## src/rtl/bus_sequencer.sv

```systemverilog
// ---------------------------------------------------------------------------
// bus_sequencer
// Master timing controller for the shared system bus. Divides sys_clock into
// fixed CPU cycles, generates PHI2 and its edge strobes, holds CPU ready, and
// grants fixed bus slots to the video fetcher and the SPI/MCU bridge during
// PHI2 low. A registered owner code steers the RAM/IO address/data/WE muxes.
//
// Ports
//   sys_clock      in   system clock, rising-edge active
//   reset_n        in   asynchronous active-low reset
//   cpu_halt       in   CPU stall request, sampled once per CPU cycle
//   video_en       in   video fetch enable, sampled once per CPU cycle
//   spi_req        in   SPI bridge bus request (level)
//   cpu_clock      out  PHI2
//   cpu_clock_pe   out  1-cycle pulse coincident with PHI2 rising
//   cpu_clock_ne   out  1-cycle pulse coincident with PHI2 falling
//   cpu_ready      out  CPU RDY (0 stalls the CPU)
//   cpu_strobe     out  1-cycle RAM commit/latch pulse, last cycle before PHI2 falls
//   video_grant    out  high for the whole video slot
//   video_strobe   out  pulse on the last cycle of the video slot
//   spi_grant      out  high for the whole SPI slot
//   spi_strobe     out  pulse on the last cycle of the SPI slot
//   bus_owner      out  0 = CPU, 1 = VIDEO, 2 = SPI, 3 = IDLE
// ---------------------------------------------------------------------------
module bus_sequencer #(
    parameter int unsigned CYCLE_LEN        = 64,
    parameter int unsigned PHI2_RISE        = 32,
    parameter int unsigned VIDEO_SLOT_START = 4,
    parameter int unsigned VIDEO_SLOT_LEN   = 8,
    parameter int unsigned SPI_SLOT_START   = 16,
    parameter int unsigned SPI_SLOT_LEN     = 8
) (
    input  logic       sys_clock,
    input  logic       reset_n,
    input  logic       cpu_halt,
    input  logic       video_en,
    input  logic       spi_req,
    output logic       cpu_clock,
    output logic       cpu_clock_pe,
    output logic       cpu_clock_ne,
    output logic       cpu_ready,
    output logic       cpu_strobe,
    output logic       video_grant,
    output logic       video_strobe,
    output logic       spi_grant,
    output logic       spi_strobe,
    output logic [1:0] bus_owner
);

    localparam int unsigned CW = $clog2(CYCLE_LEN);

    localparam logic [CW-1:0] CNT_LAST   = CW'(CYCLE_LEN - 1);
    localparam logic [CW-1:0] PHI2_AT    = CW'(PHI2_RISE);
    localparam logic [CW-1:0] VID_FIRST  = CW'(VIDEO_SLOT_START);
    localparam logic [CW-1:0] VID_LAST   = CW'(VIDEO_SLOT_START + VIDEO_SLOT_LEN - 1);
    localparam logic [CW-1:0] SPI_FIRST  = CW'(SPI_SLOT_START);
    localparam logic [CW-1:0] SPI_LAST   = CW'(SPI_SLOT_START + SPI_SLOT_LEN - 1);
    localparam logic [CW-1:0] SPI_SAMPLE = CW'(SPI_SLOT_START - 1);

    localparam logic [1:0] OWNER_CPU   = 2'd0;
    localparam logic [1:0] OWNER_VIDEO = 2'd1;
    localparam logic [1:0] OWNER_SPI   = 2'd2;
    localparam logic [1:0] OWNER_IDLE  = 2'd3;

    // Parameter sanity: both slots must sit inside PHI2 low and not overlap.
    if (CYCLE_LEN < 8 || PHI2_RISE == 0 || PHI2_RISE >= CYCLE_LEN) begin : g_bad_cycle
        $error("bus_sequencer: invalid CYCLE_LEN/PHI2_RISE");
    end
    if (VIDEO_SLOT_LEN == 0 || VIDEO_SLOT_START < 1 ||
        VIDEO_SLOT_START + VIDEO_SLOT_LEN > PHI2_RISE) begin : g_bad_video
        $error("bus_sequencer: video slot outside PHI2 low");
    end
    if (SPI_SLOT_LEN == 0 || SPI_SLOT_START < 1 ||
        SPI_SLOT_START + SPI_SLOT_LEN > PHI2_RISE) begin : g_bad_spi
        $error("bus_sequencer: SPI slot outside PHI2 low");
    end
    if (!(VIDEO_SLOT_START + VIDEO_SLOT_LEN <= SPI_SLOT_START ||
          SPI_SLOT_START + SPI_SLOT_LEN <= VIDEO_SLOT_START)) begin : g_bad_overlap
        $error("bus_sequencer: video and SPI slots overlap");
    end

    logic [CW-1:0] cnt;
    logic [CW-1:0] cnt_nxt;
    logic          vid_en_q;
    logic          vid_en_nxt;
    logic          spi_go;
    logic          spi_go_nxt;
    logic          ready_nxt;
    logic          phi2_nxt;
    logic          pe_nxt;
    logic          ne_nxt;
    logic          cpu_strobe_nxt;
    logic          vgrant_nxt;
    logic          vstrobe_nxt;
    logic          sgrant_nxt;
    logic          sstrobe_nxt;
    logic [1:0]    owner_nxt;

    // Next-state decode: outputs are decoded from the count they will accompany,
    // so every registered output lines up with cnt in the same cycle.
    always_comb begin
        cnt_nxt        = (cnt == CNT_LAST) ? '0 : cnt + CW'(1);
        ready_nxt      = cpu_ready;
        vid_en_nxt     = vid_en_q;
        spi_go_nxt     = spi_go;

        // CPU-cycle sample point: new halt/video state takes effect from cnt==0.
        if (cnt_nxt == '0) begin
            ready_nxt  = !cpu_halt;
            vid_en_nxt = video_en;
        end

        // SPI request is taken from the cycle just before the slot opens.
        if (cnt == SPI_SAMPLE) begin
            spi_go_nxt = spi_req;
        end

        phi2_nxt       = (cnt_nxt >= PHI2_AT);
        pe_nxt         = (cnt_nxt == PHI2_AT);
        ne_nxt         = (cnt_nxt == '0);
        cpu_strobe_nxt = (cnt_nxt == CNT_LAST);
        vgrant_nxt     = vid_en_nxt && (cnt_nxt >= VID_FIRST) && (cnt_nxt <= VID_LAST);
        vstrobe_nxt    = vid_en_nxt && (cnt_nxt == VID_LAST);
        sgrant_nxt     = spi_go_nxt && (cnt_nxt >= SPI_FIRST) && (cnt_nxt <= SPI_LAST);
        sstrobe_nxt    = spi_go_nxt && (cnt_nxt == SPI_LAST);

        owner_nxt = OWNER_IDLE;
        if (vgrant_nxt) begin
            owner_nxt = OWNER_VIDEO;
        end else if (sgrant_nxt) begin
            owner_nxt = OWNER_SPI;
        end else if (phi2_nxt) begin
            owner_nxt = OWNER_CPU;
        end
    end

    // State and output registers; reset aborts any slot without a strobe.
    always_ff @(posedge sys_clock or negedge reset_n) begin
        if (!reset_n) begin
            cnt          <= '0;
            vid_en_q     <= 1'b0;
            spi_go       <= 1'b0;
            cpu_clock    <= 1'b0;
            cpu_clock_pe <= 1'b0;
            cpu_clock_ne <= 1'b0;
            cpu_ready    <= 1'b0;
            cpu_strobe   <= 1'b0;
            video_grant  <= 1'b0;
            video_strobe <= 1'b0;
            spi_grant    <= 1'b0;
            spi_strobe   <= 1'b0;
            bus_owner    <= OWNER_IDLE;
        end else begin
            cnt          <= cnt_nxt;
            vid_en_q     <= vid_en_nxt;
            spi_go       <= spi_go_nxt;
            cpu_clock    <= phi2_nxt;
            cpu_clock_pe <= pe_nxt;
            cpu_clock_ne <= ne_nxt;
            cpu_ready    <= ready_nxt;
            cpu_strobe   <= cpu_strobe_nxt;
            video_grant  <= vgrant_nxt;
            video_strobe <= vstrobe_nxt;
            spi_grant    <= sgrant_nxt;
            spi_strobe   <= sstrobe_nxt;
            bus_owner    <= owner_nxt;
        end
    end

endmodule
```

## config.mk

```make
export PLATFORM = sky130hd
export DESIGN_NAME = bus_sequencer
export DESIGN_NICKNAME = d
export VERILOG_FILES = /design/src/rtl/bus_sequencer.sv
export SDC_FILE = /design/constraint.sdc
export NUM_CORES = 1
export LEC_CHECK = 0
export ABC_AREA = 1
export ABC_CLOCK_PERIOD_IN_PS = 1740
export BUFFER_PORTS_ARGS = -buffer_cell sky130_fd_sc_hd__buf_2
export CAP_MARGIN = 0
export CORE_AREA = 2 2 46 48
export DETAILED_ROUTE_END_ITERATION = 10
export DIE_AREA = 0 0 48 50
export GPL_TIMING_DRIVEN = 0
export HOLD_SLACK_MARGIN = 0.08
export PLACE_DENSITY_LB_ADDON = 0.15
export SYNTH_ARGS = -nofsm -noshare
export SYNTH_HDL_FRONTEND = slang
export SYNTH_SLANG_ARGS = --single-unit
```

## constraint.sdc

```tcl
create_clock -name sys_clock -period 1.74 [get_ports sys_clock]
set_clock_uncertainty 0.15 [all_clocks]
set_input_delay 0 -clock sys_clock [delete_from_list [all_inputs] [get_ports sys_clock]]
set_output_delay 0 -clock sys_clock [all_outputs]
set_load 0.01 [all_outputs]
```

==> flow_summary.yaml <==
placement:
  gp_congestion: 0.801
  port_buffers: 15
  place_ws_ns: -0.0125
  dp_hpwl_um: 1090
  place_area_um2: 997
cts:
  path_clk_slew_ns: 0.11
  clk_latency_ns: 0.29
  cts_buffers: 3
  cts_buffer_depth: 2
  htreeDepth: 1
  root_buffer: "clkbuf_4"
  cts_tree: "yes"
  clkSinkCount: 19
drt:
  first_pass_iters: 4
  vias: 661
  viasPerCell: 4.56
  drc: 0
  ant_nets: 0
  drt_wl_total_um: 1640
  wl_per_cell_um: 11.3
  drt_iter0_drc: 9
logic_synthesis:
  yosysMostFrequentCell: "dfrtp_1"
  netlist_top_cells_area: "dfrtp_1 48%, dfstp_2 5.9%, nand2_2 5.6%, inv_1 4.2%, nand2_1 4.2%"
  synth_compound_area_frac: 0.0606
  syn-cell-area_um2: 888
  yosys_warnings: 0
  yosys-top-cells-count: "17 x dfrtp_1, 10 x inv_1, 10 x nand2_1, 9 x nor2_1, 8 x nand2_2"
  yosys.area.top_type: "dfrtp_1"
  synthArstFlopShare: 1.00
  synth-edff-count: 0
  synth_xor_area_frac: 0
  syn_nets: 95
  synth_adder_area_share: 0.0282
  yosys.area_share.simple: 0.304
  ys_ff_latch: 19
  synth-main-ff-cell: "dfrtp_1"
  yosys-mux-area-fraction: 0
  ys_seq_area_frac: 0.538
  synth_top_area_frac: 0.479
  synthCells: 88
  synth_top_family_by_area: "simple AND/OR/NAND/NOR gates"
  syn-mean-instance-area_um2: 10.1
  synth_cell_type_count: 23
sta:
  rsz0062_at_grt: "yes"
  report.final.slew_viol_count: 0
  period_needed_ns: 1.73
  hold_viol: 0
  tightest_slew_ns: 0.748
  post-route-period-util: 0.993
  setup_ws_ns: 0.0124
  max_slew_margin: 0.500
  setup_viol: 0
  fmaxAchievable_mhz: 579
global_routing:
  grt_pass1_wl_um: 2660
  antenna_found_initial: 0
  grt_pass1_vias: 605
  grt_max_degree: 18
  overflow: 0
  grt_util_all_layers: 0.157
power_and_ir_drop:
  p_per_area_nw_per_um2: 586
  switching_share: 0.212
  seqPwrFrac: 0.646
  leakage_nw: 0.581
  p_int_uw: 541
  pwr-share-clk: 0.317
  ir_worst_vdd_mv: 0.369
  comb_power_share: 0.037
  switchingPower_uw: 145
worst_setup_path:
  endpoint_kind: "flip-flop"
  critPathArrivalTime_ns: 1.79
  reg2reg_to: "cpu_ready"
  cp-start-kind: "flip-flop"
  regToRegStartpoint: "cnt[1]"
  crit_type: "reg -> reg"
  r2r_cells: 9
  crit_fanout: 8
  crit_required_ns: 1.80
  r2r_setup_slack_ns: 0.01
cells_and_area:
  multi_input_area_um2: 398
  drive_above_1_share: 0.517
  final_util: 0.616
  nFillCells: 169
  design_area_um2: 1170
  antenna_cells: 0
  area_growth_pct: 31.8
  regArea_um2: 478
  nNetsFinal: 126
worst_hold_path:
  hp-class: "in -> reg"
  min_from: "cpu_halt"
  whs_endpoint: "cpu_ready"
  min_path_cells: 3
floorplanning:
  start_util: 0.467
  dieWidth_um: 48
  io_pins: 16
  coreArea_um2: 1900
  die_y_um: 50
  placementRows: 16
  die-area_um2: 2400
flow_run:
  drv_cap: 0
run_status:
  outcome: "finished clean"
## how the worst max path moves through the flow
| stage | from | end | slack (ns) | depth (start not counted) |
|---|---|---|---|---|
| 2_1_floorplan | cnt[0] | bus_owner[1] | 0.17 | 10 |
| 5_1_grt | cnt[1] | cpu_ready | -0.11 | 9 |
| 6_report | cnt[1] | cpu_ready | 0.01 | 9 |
| 3_3_place_gp | cnt[0] | bus_owner[1] | 0.004 | 10 |
| 3_5_place_dp | cnt[0] | bus_owner[1] | -0.01 | 10 |
| 4_1_cts | cnt[1] | bus_owner[1] | 0.02 | 11 |
## worst max-delay path, stage by stage, from the launching register on
cell and delay, ns:
dfrtp_1 0.41, ha_2 0.22, nand2_4 0.08, o21ai_2 0.13
nand2_2 0.11, nand2_4 0.14, nand2_4 0.08, nor2_4 0.12
nor2_1 0.05, a21oi_1 0.15
## cell families (layout without fill, tap and decap cells)
group	count (synthesis)	in the layout
AOI/OAI and AO/OA	7	7
adders and majority gates	2	2
buffers and inverters	15	45
DFF	19	19
and+or+nand+nor	45	45
## routing by layer
| layer | up-vias | GRT usage | part of all wire |
|---|---|---|---|
| met5 | - | 0 | 0 |
| met4 | 0 | 0.0541 | 0.015 |
| met3 | 4 | 0.0330 | 0.035 |
| met2 | 17 | 0.233 | 0.51 |
| met1 | 306 | 0.222 | 0.44 |
| li1 | 334 | - | - |
## area by class of cell
type                            count  area share
Sequential cell                    19       0.408
Multi-Input combinational cell     54       0.340
Timing Repair Buffer               26       0.147
Inverter                           15      0.0524
Tap cell                           27      0.0288
Clock buffer                        3      0.0192
Clock inverter                      1     0.00427
## what timing repair did
item,CTS,global route
setup buffers,1,4
setup endpoints to repair,2,8
hold endpoints to repair,28,0
resized for setup,1,11
hold buffers,6,0
pin swaps,0,7
## cells in the final DEF (no fill, tap or decap), types with 2 or more instances in the layout
cell and n:
nand2_2 8, nor2_1 6, dfrtp_1 17, a21oi_1 2, buf_4 5, clkbuf_4 3, dfstp_2 2, nand2_4 4
nor2_4 3, nor3_1 2, nand3_1 2, buf_2 15, inv_1 10, nor2_2 4, nand3_2 5, dlygate4sd3_1 6
inv_2 4, nand2_1 9
## metrics by stage
stage	hold WS [ns]	power, mW	TNS (ns)	instances
final	0.292	0.686	0	145
after global routing	0.298	0.720	-0.477	145
after CTS	0.242	0.694	0	141
after detailed placement	-0.193	0.466	-0.0149	130
after global placement	-0.195	0.466	0	130
after floorplan	-0.446	0.453	0	88
## flip-flops by register name (all words and copies together) (netlist names)
name,count
cpu_clock_ne,1
cnt,6
bus_owner,2
vid_en_q,1
cpu_strobe,1
spi_grant,1
cpu_ready,1
video_strobe,1
cpu_clock,1
cpu_clock_pe,1
spi_strobe,1
spi_go,1
video_grant,1
## power by group through the flow
stage	logic (mW)	registers, mW	clock network [mW]
floorplan	0.00176	0.451	0
global placement	0.0147	0.451	0
detailed placement	0.0149	0.451	0
CTS	0.0257	0.443	0.225
global route	0.0288	0.443	0.248
finish	0.0253	0.443	0.218
(Power assumes the default switching activity.)
